$ cat config.mk
export PLATFORM = sky130hd
export DESIGN_NAME = fetch_stage
export DESIGN_NICKNAME = d
export VERILOG_FILES = /design/src/rtl/fetch_stage.sv
export SDC_FILE = /design/constraint.sdc
export NUM_CORES = 1
export LEC_CHECK = 0
export ABC_AREA = 0
export CAP_MARGIN = 10
export CORE_MARGIN = 5
export CORE_UTILIZATION = 51
export DETAILED_ROUTE_END_ITERATION = 16
export PLACE_DENSITY_LB_ADDON = 0.1
export RECOVER_POWER = 25
export SYNTH_ARGS = -nofsm -noshare
export SYNTH_HDL_FRONTEND = slang
export SYNTH_SLANG_ARGS = --single-unit
export TNS_END_PERCENT = 20
$ cat constraint.sdc
create_clock -name clk_i -period 11.4 [get_ports clk_i]
set_clock_uncertainty 0.05 [all_clocks]
set_input_delay 2.28 -clock clk_i [delete_from_list [all_inputs] [get_ports clk_i]]
set_output_delay 2.28 -clock clk_i [all_outputs]
set_load 0.01 [all_outputs]
$ cat src/rtl/fetch_stage.sv
// PSRV32 instruction fetch stage: PC generation, in-order imem requests,
// response buffering with PC tagging, decode back-pressure and redirect flush.
module fetch_stage #(
   parameter logic [31:0] RESET_PC  = 32'h0000_0000,
   parameter int          BUF_DEPTH = 4
) (
   input  logic        clk_i,
   input  logic        rst_i,
   input  logic        stall_i,
   input  logic        redirect_i,
   input  logic [31:0] redirect_pc_i,
   output logic        imem_req_o,
   output logic [31:0] imem_addr_o,
   input  logic        imem_gnt_i,
   input  logic        imem_rvalid_i,
   input  logic [31:0] imem_rdata_i,
   output logic        f_valid_o,
   output logic [31:0] f_instruction_o,
   output logic [31:0] f_pc_o
);

   localparam int PTR_W = $clog2(BUF_DEPTH);
   localparam int CNT_W = PTR_W + 1;

   logic [31:0]      pc;
   logic [CNT_W-1:0] outstanding;
   logic [CNT_W-1:0] discard;
   logic [CNT_W-1:0] count;
   logic [PTR_W-1:0] rd_ptr;
   logic [PTR_W-1:0] wr_ptr;
   logic [PTR_W-1:0] pf_rd;
   logic [PTR_W-1:0] pf_wr;
   logic [31:0]      ibuf_instr [BUF_DEPTH];
   logic [31:0]      ibuf_pc    [BUF_DEPTH];
   logic [31:0]      pc_fifo    [BUF_DEPTH];

   logic [CNT_W:0]   credit;
   logic             req;
   logic             issue;
   logic             keep;
   logic             fvalid;
   logic             consume;
   logic [31:0]      rsp_pc;

   // Issue is limited so every in-flight response is guaranteed a buffer slot.
   always_comb begin
      credit  = {1'b0, outstanding} + {1'b0, count};
      req     = !rst_i && !redirect_i && (credit < (CNT_W+1)'(BUF_DEPTH));
      issue   = req && imem_gnt_i;
      rsp_pc  = pc_fifo[pf_rd];
      keep    = imem_rvalid_i && !redirect_i && (discard == '0);
      fvalid  = (count != '0) && !redirect_i;
      consume = fvalid && !stall_i;
   end

   assign imem_req_o      = req;
   assign imem_addr_o     = pc;
   assign f_valid_o       = fvalid;
   assign f_instruction_o = ibuf_instr[rd_ptr];
   assign f_pc_o          = ibuf_pc[rd_ptr];

   // Addresses of granted requests; data only, pointers live with the control state.
   always_ff @(posedge clk_i) begin
      if (issue) begin
         pc_fifo[pf_wr] <= pc;
      end
   end

   always_ff @(posedge clk_i or posedge rst_i) begin
      if (rst_i) begin
         pc          <= RESET_PC;
         outstanding <= '0;
         discard     <= '0;
         count       <= '0;
         rd_ptr      <= '0;
         wr_ptr      <= '0;
         pf_rd       <= '0;
         pf_wr       <= '0;
         for (int i = 0; i < BUF_DEPTH; i++) begin
            ibuf_instr[i] <= '0;
            ibuf_pc[i]    <= '0;
         end
      end else begin
         if (issue) begin
            pf_wr <= pf_wr + PTR_W'(1);
         end
         if (imem_rvalid_i) begin
            pf_rd <= pf_rd + PTR_W'(1);
         end

         case ({issue, imem_rvalid_i})
            2'b10:   outstanding <= outstanding + CNT_W'(1);
            2'b01:   outstanding <= outstanding - CNT_W'(1);
            default: outstanding <= outstanding;
         endcase

         if (redirect_i) begin
            // Everything still in flight after this cycle belongs to the old path.
            pc      <= redirect_pc_i & ~32'd3;
            count   <= '0;
            rd_ptr  <= '0;
            wr_ptr  <= '0;
            discard <= outstanding - CNT_W'(imem_rvalid_i);
         end else begin
            if (issue) begin
               pc <= pc + 32'd4;
            end
            if (imem_rvalid_i && (discard != '0)) begin
               discard <= discard - CNT_W'(1);
            end
            if (keep) begin
               ibuf_instr[wr_ptr] <= imem_rdata_i;
               ibuf_pc[wr_ptr]    <= rsp_pc;
               wr_ptr             <= wr_ptr + PTR_W'(1);
            end
            if (consume) begin
               rd_ptr <= rd_ptr + PTR_W'(1);
            end
            case ({keep, consume})
               2'b10:   count <= count + CNT_W'(1);
               2'b01:   count <= count - CNT_W'(1);
               default: count <= count;
            endcase
         end
      end
   end

endmodule
## Word level (Yosys, flattened, before mapping)

Memories as Yosys holds them, arrays and structs flattened.
Index checks and enable logic that the tools add are counted.

- Add/sub/neg operators: 12
- Order comparisons: 4
- Eq/ne operators: 4
- Muxes and demuxes: 23
- Bitwise operators: 3
- Reductions and logical operators: 22

Operator list:

| operator | count |
|---|---|
| bitwise mux 128 bit | 2 |
| two-way mux 32 bit | 7 |
| binary-select mux 32 bit (select 2 bit) | 2 |
| demux 32 bit (select 2 bit) | 1 |
| adder 32 x 3 -> 32 bit, second input constant | 1 |
| one-hot mux 3 bit (2 select lines) | 2 |
| nonzero test 2 bit | 5 |
| logical AND 1 bit | 9 |
| two-way mux 3 bit | 3 |
| nonzero test 3 bit | 3 |
| subtractor 3 x 1 -> 3 bit, second input constant | 3 |
| adder 2 x 1 -> 2 bit, second input constant | 4 |
| two-way mux 2 bit | 4 |
| adder 3 x 1 -> 3 bit, second input constant | 2 |
| >= comparator 3 bit, second input constant | 2 |
| inverter 2 -> 3 bit | 2 |
| adder 3 x 3 -> 4 bit | 1 |
| equality test 2 x 1 -> 1 bit, second input constant | 2 |
| equality test 2 bit, second input constant | 2 |
| < comparator 4 x 3 -> 1 bit, second input constant | 1 |
| zero test 1 bit | 3 |
| zero test 3 bit | 1 |
| < comparator 3 x 1 -> 1 bit, second input constant | 1 |
| subtractor 3 x 1 -> 3 bit | 1 |
| other kinds (3) | 4 |

- Bits in registers: 305
- Memory bits (writable): 128
- Memories: 1

Memory list:

| memory | words | width | read ports | clocked after Yosys merged registers in | wr ports | RTL line | RTL |
|---|---|---|---|---|---|---|---|
| pc_fifo | 4 | 32 | 1 | 0 | 1 | 35 | `logic [31:0] pc_fifo [BUF_DEPTH];` |

## Longest topological paths before layout

Gate-level depths: netlist (run 1).

- Word-level depth: 6
- Gate-level depth with buffers: 10

## Worst setup path after synthesis (run 1)

Ideal clock, no wire load.

- Kind: input to output
- Start point: input redirect_i
- End point: output f_valid_o
- Data arrival time: 3035 ps
- Required time: 9070 ps
- Setup slack: 6035 ps
- Stages on the path: 4
- Cells stage by stage: buf_6 > clkbuf_1 > buf_1 > nor2_1

- Word-level cells in the longest chain between the ends: 2

RTL lines:

| item | RTL line | RTL |
|---|---|---|
| from (decl) | 10 | `input logic redirect_i,` |
| zero test 1 bit | 52 | `fvalid = (count != '0) && !redirect_i;` |
| logical AND 1 bit | 52 |  |
| to (decl) | 17 | `output logic f_valid_o,` |

Every way passes these cells.

## Final worst setup path (run 1)

- Start point: input redirect_i
- End point: output imem_req_o

- Word-level cells in the longest chain between the ends: 3

RTL lines:

| item | RTL line | RTL |
|---|---|---|
| zero test 1 bit | 48 | `req = !rst_i && !redirect_i && (credit < (CNT_W+1)'(BUF_DEPTH));` |
| logical AND 1 bit (2 in series) | 48 |  |
| to (decl) | 12 | `output logic imem_req_o,` |

Every way passes these cells.

==> results of run 1 <==
report_power, final:
group          internal, mW  total (mW)  switching, mW
sequential             1.79        1.98          0.192
clock                 0.781        1.34          0.554
combinational         0.721        1.21          0.484
total                  3.29        4.52           1.23
registers in the layout, summed over array words and instances (netlist names):
| register | flops |
|---|---|
| ibuf_instr | 128 |
| ibuf_pc | 120 |
| pc_fifo | 120 |
| imem_addr_o | 30 |
| count | 3 |
| discard | 3 |
| outstanding | 3 |
| pf_rd | 2 |
| pf_wr | 2 |
| rd_ptr | 2 |
| wr_ptr | 2 |
layout make-up:
type	count	area (µm²)	share of cell area, %
Tap cell	455	569.3	2.687
Timing Repair Buffer	172	1685	7.956
Sequential cell	415	10990	51.89
Antenna cell	1	2.502	0.01181
Clock buffer	60	1210	5.711
Multi-Input combinational cell	594	6558	30.96
Clock inverter	15	120.1	0.5670
Inverter	12	46.29	0.2185
path summary, 6_finish.rpt:
kind,endpoint,startpoint,slack [ns]
hold reg to reg,ibuf_pc[21],ibuf_pc[21],0.45
min in group asynchronous,pf_rd[0],rst_i,3.61
setup / recovery,imem_req_o,redirect_i,4.28
hold / removal,ibuf_pc[21],ibuf_pc[21],0.45
setup reg to reg,outstanding[2],count[2],7.76
max in group asynchronous,ibuf_instr[7],rst_i,4.62
kinds of logic (layout without fill, tap and decap cells):
| family | Yosys count | after routing | share of synthesized area (%) |
|---|---|---|---|
| AOI/OAI and AO/OA | 51 | 51 | 2.014 |
| buffers and inverters | 79 | 259 | 2.147 |
| adders and majority gates | 18 | 18 | 1.343 |
| DFF | 415 | 415 | 61.39 |
| and+or+nand+nor | 153 | 153 | 4.433 |
| other | 1 | 5 | 0.02096 |
| muxes | 348 | 348 | 27.67 |
| xor gates and xnor gates | 20 | 20 | 0.9790 |
worst max-delay path, delay by kind of cell:
family	cells	cell delay, ns
buf+inv	3	2.04
simple gates	2	0.46
layout by cell type, fill, tap and decap left out, types with 12 or more instances in the layout:
master and n:
o21ai_0 14, dfrtp_1 291, mux4_2 92, xnor2_1 12
clkdlybuf4s50_1 158, nor2_1 17, nand3_1 29, ha_1 16
edfxtp_1 120, mux2_2 253, clkbuf_16 43, nand2_1 43
through the flow:
stage	hold WS (ns)	power (mW)	worst slack, ns
after global routing	0.4584	4.762	3.586
final	0.4479	4.518	4.277
after global placement	0.4322	3.208	5.356
after CTS	0.4508	4.586	5.331
after detailed placement	0.4373	3.236	5.344
after floorplan	0.4239	2.703	0.9225
routing by layer:
layer  wire [µm]  vias up
met5           0        -
met1       17010     5181
met3        1829       57
met2       17590      247
li1            -     4429
met4         758        0
==> flow_summary.toml, run 1 <==
[placement]
portBuffers = 161
dp_cells = 1648
hpwl_mm = 21.93
placed_area_um2 = 19870
place.gp.congestion = 0.7976

[power_and_ir_drop]
power.leakage_nw = 8.927
power_density_nw_per_um2 = 213.3
peakVddDrop_mv = 0.1270

[floorplan]
core_area_um2 = 34630
dieArea_um2 = 38930
dieWidth_um = 197.3
start_util_pct = 51.67
ios = 168
die_h_um = 197.3
std_cell_rows = 68

[worst_setup_path]
crit_type = "input pin to primary output"
cp_max_fo = 53
reg2reg_depth = 9
cp.required_ns = 9.07
startpoint_type = "input pin"
critPathArrivalTime_ns = 4.79
path_cells = "buf_2 > clkbuf_1 > nor3_1 > and3_1 > clkdlybuf4s50_1"
cpPeakStageDelay_ns = 1.50
cp_slowest_cell = "clkbuf_1"
cp-end-kind = "primary output"

[cells_and_area]
drive_gt1_share_pct = 33.75
final_cells = 1724
fillerInstances = 2618
fin_nets = 1326
syn2layout_area_growth_pct = 18.39
stdcell_area_um2 = 21180
fin_util_pct = 61.18

[worst_hold_path]
hp-class = "flop to flop"
whs_path_depth = 1

[global_routing]
met2_usage_pct = 31.23
grt_overflow = 0
grt_pass1_wl_mm = 60.49
grt_pass1_vias = 10690
antenna_found_initial = 1
grt_max_degree = 101
met1_usage_pct = 28.50
met3_usage_pct = 3.548
busiest_layer = "met2"
track_usage_pct = 19.56

[clock_network]
cts_sinks = 415
cts_buffers = 43
clk_latency_ns = 0.54
htree_levels = 2
postCtsSetupBuffers = 0
cts_resized = 0
cts_buffer_depth = 3
clock-root-buffer = "clkbuf_16"
cts_tree = "built"
clk_pin_slew_ns = 0.06
hold_buffers = 0

[timing]
period_minus_slack_ns = 7.123
slew_violations = 155
slew_headroom_pct = -219.9
period_share_pct = 62.48
rsz0062_at_grt = "no"
tightest_slew_ns = 4.773
setup_viol = 0
hold_viol = 0
setup_tns_ns = 0
max_freq_mhz = 140.4

[synthesis]
syn_avg_cell_area_um2 = 16.49
yosys-top-cells-count = "dfrtp_1 (295), mux2_2 (253), edfxtp_1 (120)"
netlist-cell-type-count = 53
synthTopCellsByArea = "dfrtp_1 (41%), edfxtp_1 (20%), mux2_2 (16%), mux4_2 (12%), ha_1 (1.1%)"
yosysMostFrequentCell = "dfrtp_1"
async_flop_share_pct = 71.08
synth_top_area_share_pct = 41.26
synth_warnings = 0
synth_seq_area_share_pct = 61.39
synth-edff-count = 120
syn-instance-count = 1085
synth-seq-cells = 415
synth_top_flop_cell = "dfrtp_1"
yosysTopAreaCell = "dfrtp_1"
netlist_area_um2 = 17890

[routing]
drt_iter0_drc = 343
first_pass_iters = 5
wl_per_cell_um = 21.57
routed_wl_mm = 37.19
vias = 9914
viasPerCell = 5.751
drc = 0
ant_nets = 0

[job]
cap_violations = 2

[status]
outcome = "finished with violations"
violations = "capacitance limit, slew limit"
No activity file was read; power rests on OpenSTA's default activity.
==> run 2: changes to the inputs <==
- clock period: 11.4 -> 7.3 ns (I/O delays scaled with it)
==> run 2 against run 1 <==
  * The flow still finishes with violations (capacitance limit, slew limit)
  * Wire length is 1.4% lower
  * Worst setup slack worse by 2.6 ns
  * Global-route usage is 0.22 points lower
  * Critical path depth stayed put
  * Via count is 0.30% higher
  * Highest routed layer unchanged
==> flow_summary.toml, run 2 (synthesized netlist as in run 1, its figures left out) <==
[floorplan]
start_util_pct = 51.67
ios = 168
dieArea_um2 = 38930
core_area_um2 = 34630
die_h_um = 197.3
dieWidth_um = 197.3
std_cell_rows = 68

[global_routing]
grt_overflow = 0
antenna_found_initial = 1
track_usage_pct = 19.35
grt_pass1_vias = 10770
grt_max_degree = 144
grt_pass1_wl_mm = 60.10

[clock_network]
cts_buffer_depth = 3
clock-root-buffer = "clkbuf_16"
hold_buffers = 0
postCtsSetupBuffers = 0
clk_latency_ns = 0.53
cts_buffers = 44
cts_sinks = 415
cts_tree = "built"
htree_levels = 2
cts_resized = 0
clk_pin_slew_ns = 0.05

[worst_setup_path]
startpoint_type = "input pin"
critPathArrivalTime_ns = 4.07
worst-path-buf-inv = 3
cp-end-kind = "primary output"
cp.required_ns = 5.79
cpLargestDelayFamily = "buffers and inverters"
crit_cells = 5
path_cells = "clkbuf_1 > clkbuf_1 > nor3_1 > and3_1 > clkdlybuf4s50_1"
reg2reg_depth = 9
crit_top_cell = "clkbuf_1"
cpPeakStageDelay_ns = 1.32
crit_type = "input pin to primary output"
cp_max_fo = 42
cp_slowest_cell = "clkbuf_1"

[job]
cap_violations = 3

[cells_and_area]
final_common_cell = "dfrtp_1"
fillerInstances = 2649
syn2layout_area_growth_pct = 18.86
layout_common_cells = "dfrtp_1 (291), mux2_2 (253), clkdlybuf4s50_1 (158), edfxtp_1 (120), mux4_2 (92)"
largestRegisters = "ibuf_instr: 128 flops, ibuf_pc: 120 flops, pc_fifo: 120 flops"
drive_gt1_share_pct = 33.86
largest_register_ffs = 128
top_register = "ibuf_instr"
fin_nets = 1327

[placement]
hpwl_mm = 21.80
portBuffers = 161
place.gp.congestion = 0.7710

[routing]
viasPerCell = 5.761
drc = 0
ant_nets = 0
routed_wl_mm = 36.67
drt_iter0_drc = 490
vias = 9944
wl_per_cell_um = 21.25
first_pass_iters = 7

[power_and_ir_drop]
peakVddDrop_mv = 0.1986
p_comb_share_pct = 25.9
pwr-share-clk_pct = 30.4
p_int_mw = 5.225
power_density_nw_per_um2 = 335.5
swShare_pct = 26.78
report.power.total_mw = 7.135
p_switching_mw = 1.910
power.leakage_nw = 8.966
seq_power_share_pct = 43.7

[timing]
slew_headroom_pct = -67.04
tightest_slew_ns = 2.506
rsz0062_at_grt = "no"
slew_violations = 133
setup_tns_ns = 0
worst_hold_slack_ns = 0.4460
hold_viol = 0
period_share_pct = 76.50
max_freq_mhz = 179.1
period_minus_slack_ns = 5.585
setup_viol = 0

[worst_hold_path]
hp-class = "flop to flop"
whs_path_depth = 1

[status]
violations = "capacitance limit, slew limit"
outcome = "finished with violations"
run 2: cell count changes in the layout (fill, tap and decap cells not counted), moves of 3 or more:
| cell | change |
|---|---|
| clkinv_1 | -6 |
| and2_0 | +3 |
| clkbuf_8 | -3 |
| clkbuf_1 | +4 |
| clkinv_2 | +5 |
| and2_1 | -3 |
run 2: cell type report:
type                       count  area, µm²  share of cell area [%]
tap                          455      569.3                   2.677
timing repair buffer         172       1693                   7.960
sequential                   415      10990                   51.69
clock inverter                16      182.7                  0.8589
multi-input combinational    594       6555                   30.82
antenna                        1      2.502                 0.01177
inverter                      12      46.29                  0.2177
clock buffer                  61       1226                   5.765
run 2: worst paths after layout:
| path | from | endpoint | slack, ns |
|---|---|---|---|
| hold reg to reg | ibuf_pc[60] | ibuf_pc[60] | 0.45 |
| min in group asynchronous | rst_i | imem_addr_o[14] | 1.92 |
| setup reg to reg | count[2] | outstanding[2] | 3.39 |
| setup / recovery | redirect_i | imem_req_o | 1.72 |
| hold / removal | ibuf_pc[60] | ibuf_pc[60] | 0.45 |
| max in group asynchronous | rst_i | ibuf_instr[26] | 2.19 |
run 2: stage by stage:
stage	cell area [µm²]	std cells	util [%]	setup slack, ns
3_3_place_gp	19880	1648	57.40	2.820
3_5_place_dp	19880	1648	57.40	2.791
2_1_floorplan	17910	1088	-	1.873
5_1_grt	21270	1726	61.42	1.427
4_1_cts	21290	1725	61.47	2.343
6_report	21270	1726	61.42	1.715
run 2: layer usage:
metal	track usage [%]	routed length (µm)
met1	27.82	16650
met2	31.39	17450
met3	3.241	1923
met4	4.597	648
met5	0	0
run 2: power groups by stage:
stage,logic [mW],registers (mW),clock network (mW)
CTS,1.89,3.13,2.23
detailed placement,1.89,3.16,0
finish,1.85,3.12,2.17
floorplan,1.23,2.99,0
global placement,1.86,3.15,0
global route,2.02,3.18,2.32
==> run 3: changes to the inputs <==
- clock period: 7.3 -> 5.2 ns (I/O delays scaled with it)
==> run 3 against run 2 <==
  * The flow still finishes with violations (capacitance limit, slew limit)
  * Hold slack better by 0.0028 ns
  * Count of clock-buffer cells in the layout up 8
  * First-iteration DRC count up 3.3%
  * Worst setup slack worse by 0.58 ns
  * Sequential power up 40%
  * Core utilization up 0.26 points
  * Clock power up 35%
  * Die area unchanged
  * Critical path depth up 4
  * Register-to-register slack worse by 1.9 ns
  * Design area up 0.43%
  * Non-clock buffer count up 8
  * Critical endpoint is now outstanding[2]
  * Largest power group unchanged
==> flow_summary.toml, run 3 (synthesized netlist as in run 1, its figures left out) <==
[global_routing]
track_usage_pct = 19.38
grt_max_degree = 91
met2_usage_pct = 30.54
met3_usage_pct = 3.531
antenna_found_initial = 2
met1_usage_pct = 28.48
grt_pass1_wl_mm = 60.02
grt_overflow = 0
grt_pass1_vias = 10690
busiest_layer = "met2"

[timing]
setup_tns_ns = 0
hold_viol = 0
max_freq_mhz = 245.9
rsz0062_at_grt = "no"
period_minus_slack_ns = 4.066
slew_violations = 32
tightest_slew_ns = 1.741
slew_headroom_pct = -16.71
setup_viol = 0
period_share_pct = 78.20

[placement]
portBuffers = 161
hpwl_mm = 22.34
place.gp.congestion = 0.7998
placed_area_um2 = 20010

[clock_network]
clk_pin_slew_ns = 0.06
cts_buffer_depth = 3
clk_latency_ns = 0.53
postCtsSetupBuffers = 0
cts_buffers = 44
clock-root-buffer = "clkbuf_16"
cts_sinks = 415
htree_levels = 2
cts_resized = 0
hold_buffers = 0
cts_tree = "built"

[cells_and_area]
largest_register_ffs = 128
final_common_cell = "dfrtp_1"
fin_nets = 1335
syn2layout_area_growth_pct = 19.37
largestRegisters = "ibuf_instr: 128 flops, ibuf_pc: 120 flops, pc_fifo: 120 flops"
top_register = "ibuf_instr"
layout_common_cells = "dfrtp_1 (291), mux2_2 (253), clkdlybuf4s50_1 (157), edfxtp_1 (120), mux4_2 (92)"
stdcell_area_um2 = 21360
drive_gt1_share_pct = 33.98

[routing]
viasPerCell = 5.717
ant_nets = 0
first_pass_iters = 4
wl_per_cell_um = 21.28
drt_iter0_drc = 506
routed_wl_mm = 36.95
drc = 0
vias = 9925

[status]
violations = "capacitance limit, slew limit"
outcome = "finished with violations"

[power_and_ir_drop]
power.leakage_nw = 9.005
power_density_nw_per_um2 = 465.0
peakVddDrop_mv = 0.2355

[job]
cap_violations = 1

[floorplan]
die_h_um = 197.3
core_area_um2 = 34630
dieWidth_um = 197.3
start_util_pct = 51.67
std_cell_rows = 68
dieArea_um2 = 38930
ios = 168

[worst_setup_path]
startpoint_type = "input pin"
cpLargestDelayFamily = "simple AND/OR/NAND/NOR gates"
cp_max_fo = 29
path_cells = "dlygate4sd3_1 > nor3_1 > and4_1 > inv_2 > ha_1 > fa_1 > xnor2_1 > nor2_1 > xor2_1"
cpPeakStageDelay_ns = 0.99
worst-path-buf-inv = 2
cp_slowest_cell = "and4_1"
cp-end-kind = "flop"
crit_type = "input pin to flop"
cp.required_ns = 5.61
critPathArrivalTime_ns = 4.48

[worst_hold_path]
hp-class = "flop to flop"
run 3: metal layers:
metal,wire length (µm),share of wire (%)
met1,17090,46
met2,17620,48
met3,1615,4.4
met4,617,1.7
met5,7,0.019
run 3: final timing paths:
check                                  end  slack [ns]            from  cells past startpoint
max                         outstanding[2]        1.13           rst_i                      9
min                         ibuf_instr[32]        0.45  ibuf_instr[32]                      1
max reg2reg                 outstanding[2]        1.52        count[2]                      9
min reg2reg                 ibuf_instr[32]        0.45  ibuf_instr[32]                      1
max in group asynchronous   ibuf_instr[70]        2.57           rst_i                      3
min in group asynchronous  imem_addr_o[19]        1.39           rst_i                      2
run 3: layout make-up:
cell class                      instances  area (µm²)
Tap cell                              455       569.3
Inverter                               12       46.29
Clock buffer                           69        1286
Timing Repair Buffer                  180        1837
Antenna cell                            1       2.502
Fill cell                            2638       13270
Clock inverter                         10       67.56
Multi-Input combinational cell        594        6558
Sequential cell                       415       10990
run 3: metrics by stage:
step | std cells | total power [mW] | hold slack, ns | util [%] | setup WS [ns]
3_3_place_gp | 1656 | 7.038 | 0.4314 | 57.79 | 1.360
5_1_grt | 1736 | 10.46 | 0.4563 | 61.68 | 0.9983
3_5_place_dp | 1656 | 7.104 | 0.4378 | 57.79 | 1.301
2_1_floorplan | 1088 | 5.927 | 0.4239 | - | 0.1929
6_report | 1736 | 9.933 | 0.4488 | 61.68 | 1.134
4_1_cts | 1735 | 10.08 | 0.4510 | 61.70 | 1.151
run 3: report_power, final:
group          internal [mW]  switching (mW)  leakage (nW)
clock                   1.74            1.20         0.660
combinational           1.59            1.04          3.34
sequential              3.91           0.445          5.00
==> edit: new RTL, flow settings as in run 3 <==
Make the reset (`rst_i`) synchronous in one clocked block.
--- a/src/rtl/fetch_stage.sv
+++ b/src/rtl/fetch_stage.sv
@@ -66,7 +66,7 @@
       end
    end
 
-   always_ff @(posedge clk_i or posedge rst_i) begin
+   always_ff @(posedge clk_i) begin
       if (rst_i) begin
          pc          <= RESET_PC;
          outstanding <= '0;
Check against the original RTL: differs if rst_i is asserted again (counterexample within 4 cycles, from zero or initial values and one cycle with rst_i high); with rst_i held inactive, the same outputs for 4 cycles.
==> edit against run 3 <==
The flow still finishes with violations (capacitance limit, slew limit). Design area is 1.2% lower. Wire length increased by 5.1%. Cell count grew 5.4%. Sequential cell count is 4 higher. Worst setup slack got worse by 280 ps. Synthesized cell count up 9.5%. Area after synthesis decreased by 1.4%. Maximum frequency decreased by 6.5%. Critical path depth decreased by 5. Critical endpoint is now f_valid_o. Highest routed layer is now met4.
Power is not compared: it rests on default switching activity, and its combinational part moved more than twofold at a synthesized area within 25%.
==> edit: results (changes against run 3) <==
Yosys
The number of flops mapped to enable cells by yosys is 368 (was 120). The distinct cell type count of the synthesized netlist is 57 (was 53). The xor and xnor fraction of the mapped netlist area came to 0.794% (was 0.979%). The proportion of synthesized area in mux cells came to 11.8% (was 27.7%). The post-synthesis share of cell area spent on full adders, half adders and majority gates is 1.15% (was 1.34%).

The complex-gate fraction of the synthesized area is 3.14% (was 2.01%). The share of synthesized flip-flops with an asynchronous set or reset is 0% (was 71.1%). Cell types occupying the most area after synthesis: edfxtp_1, mux4_2, dfxtp_1, nor2_1, and2_1 (was dfrtp_1, edfxtp_1, mux2_2, mux4_2, ha_1). The commonest register cell after synthesis is edfxtp_1 (was dfrtp_1).

Timing
The final period utilization is 83.6% (was 78.2%). The worst hold slack after final layout is 448 ps (was 449 ps). The number of pins exceeding their max-slew limit in the final report was 44 (was 32).

Min path
The worst min-delay path endpoint is pf_wr[1] (was ibuf_instr[32]). The hold path startpoint is pf_wr[1] (was ibuf_instr[32]). The number of cells traversed by the worst hold path is 2 (was 1).

Outcome
Run status: complete, but fails checks (unchanged). Failing checks: capacitance limit, slew limit (unchanged).

Placed design
The placed standard-cell area is 19800 um^2 (was 20000 um^2). The post-detailed-placement half-perimeter wirelength is 22.8 mm (was 22.3 mm). The setup slack after placement is 1070 ps (was 1300 ps).

Drt
The number of search-and-repair iterations in the first detailed-routing pass is 5 (was 4). The number of DRC markers in iteration 0 came to 661 (was 506). The total length of routed wires is 38.8 mm (was 36.9 mm).

Layout
The ratio of cells with drive above 1 in the final layout is 13.2% (was 34.0%). The number of nets in the final layout is 1428 (was 1335). The post-layout instance count excluding filler cells is 1830 (was 1736).

The layout filler cell count is 2622 (was 2638).

Worst setup path
The minimum setup slack among reg-to-reg paths is 1710 ps (was 1520 ps). The origin of the critical flop-to-flop path is outstanding[2] (was count[2]). The maximum net fanout on the critical path is 28 (was 29).

The signal arrival time at the worst endpoint came to 3260 ps (was 4480 ps). The start point of the critical path is redirect_i (was rst_i). The largest delay contributor family on the critical path is buffers and inverters (was simple AND/OR/NAND/NOR gates).

Global route
The all-layer global routing usage is 20.3% (was 19.4%). The via count of the first global-routing pass was 10619 (was 10688). The first-pass GRT wire length is 61.0 mm (was 60.0 mm).

Job
The number of maximum-capacitance constraint violations is 2 (was 1).
## edit: final cells by class
cell class	count	area, um^2	area share, %
Antenna cell	1	2.50	0.0119
Clock inverter	8	62.6	0.296
Sequential cell	419	12100	57.2
Multi-Input combinational cell	619	5010	23.7
Timing Repair Buffer	182	1820	8.65
Inverter	77	289	1.37
Tap cell	455	569	2.70
Clock buffer	69	1270	6.00
## edit: logic make-up (layout without fill, tap and decap cells)
kind of cell / after synthesis / in the layout
AO/OA/AOI/OAI: 76 / 76
adder cells (fa/ha/maj): 15 / 15
flip-flops: 419 / 419
multiplexers: 93 / 93
AND/OR/NAND/NOR: 415 / 415
other: 1 / 5
XOR/XNOR: 16 / 16
buffers and inverters: 153 / 336
## edit: per-layer routing
metal	track usage, %	up-vias	wire (um)
met5	0	-	0
met4	4.27	0	615
met3	3.59	44	2610
met2	32.6	322	18400
met1	29.6	5178	17200
li1	-	4728	-
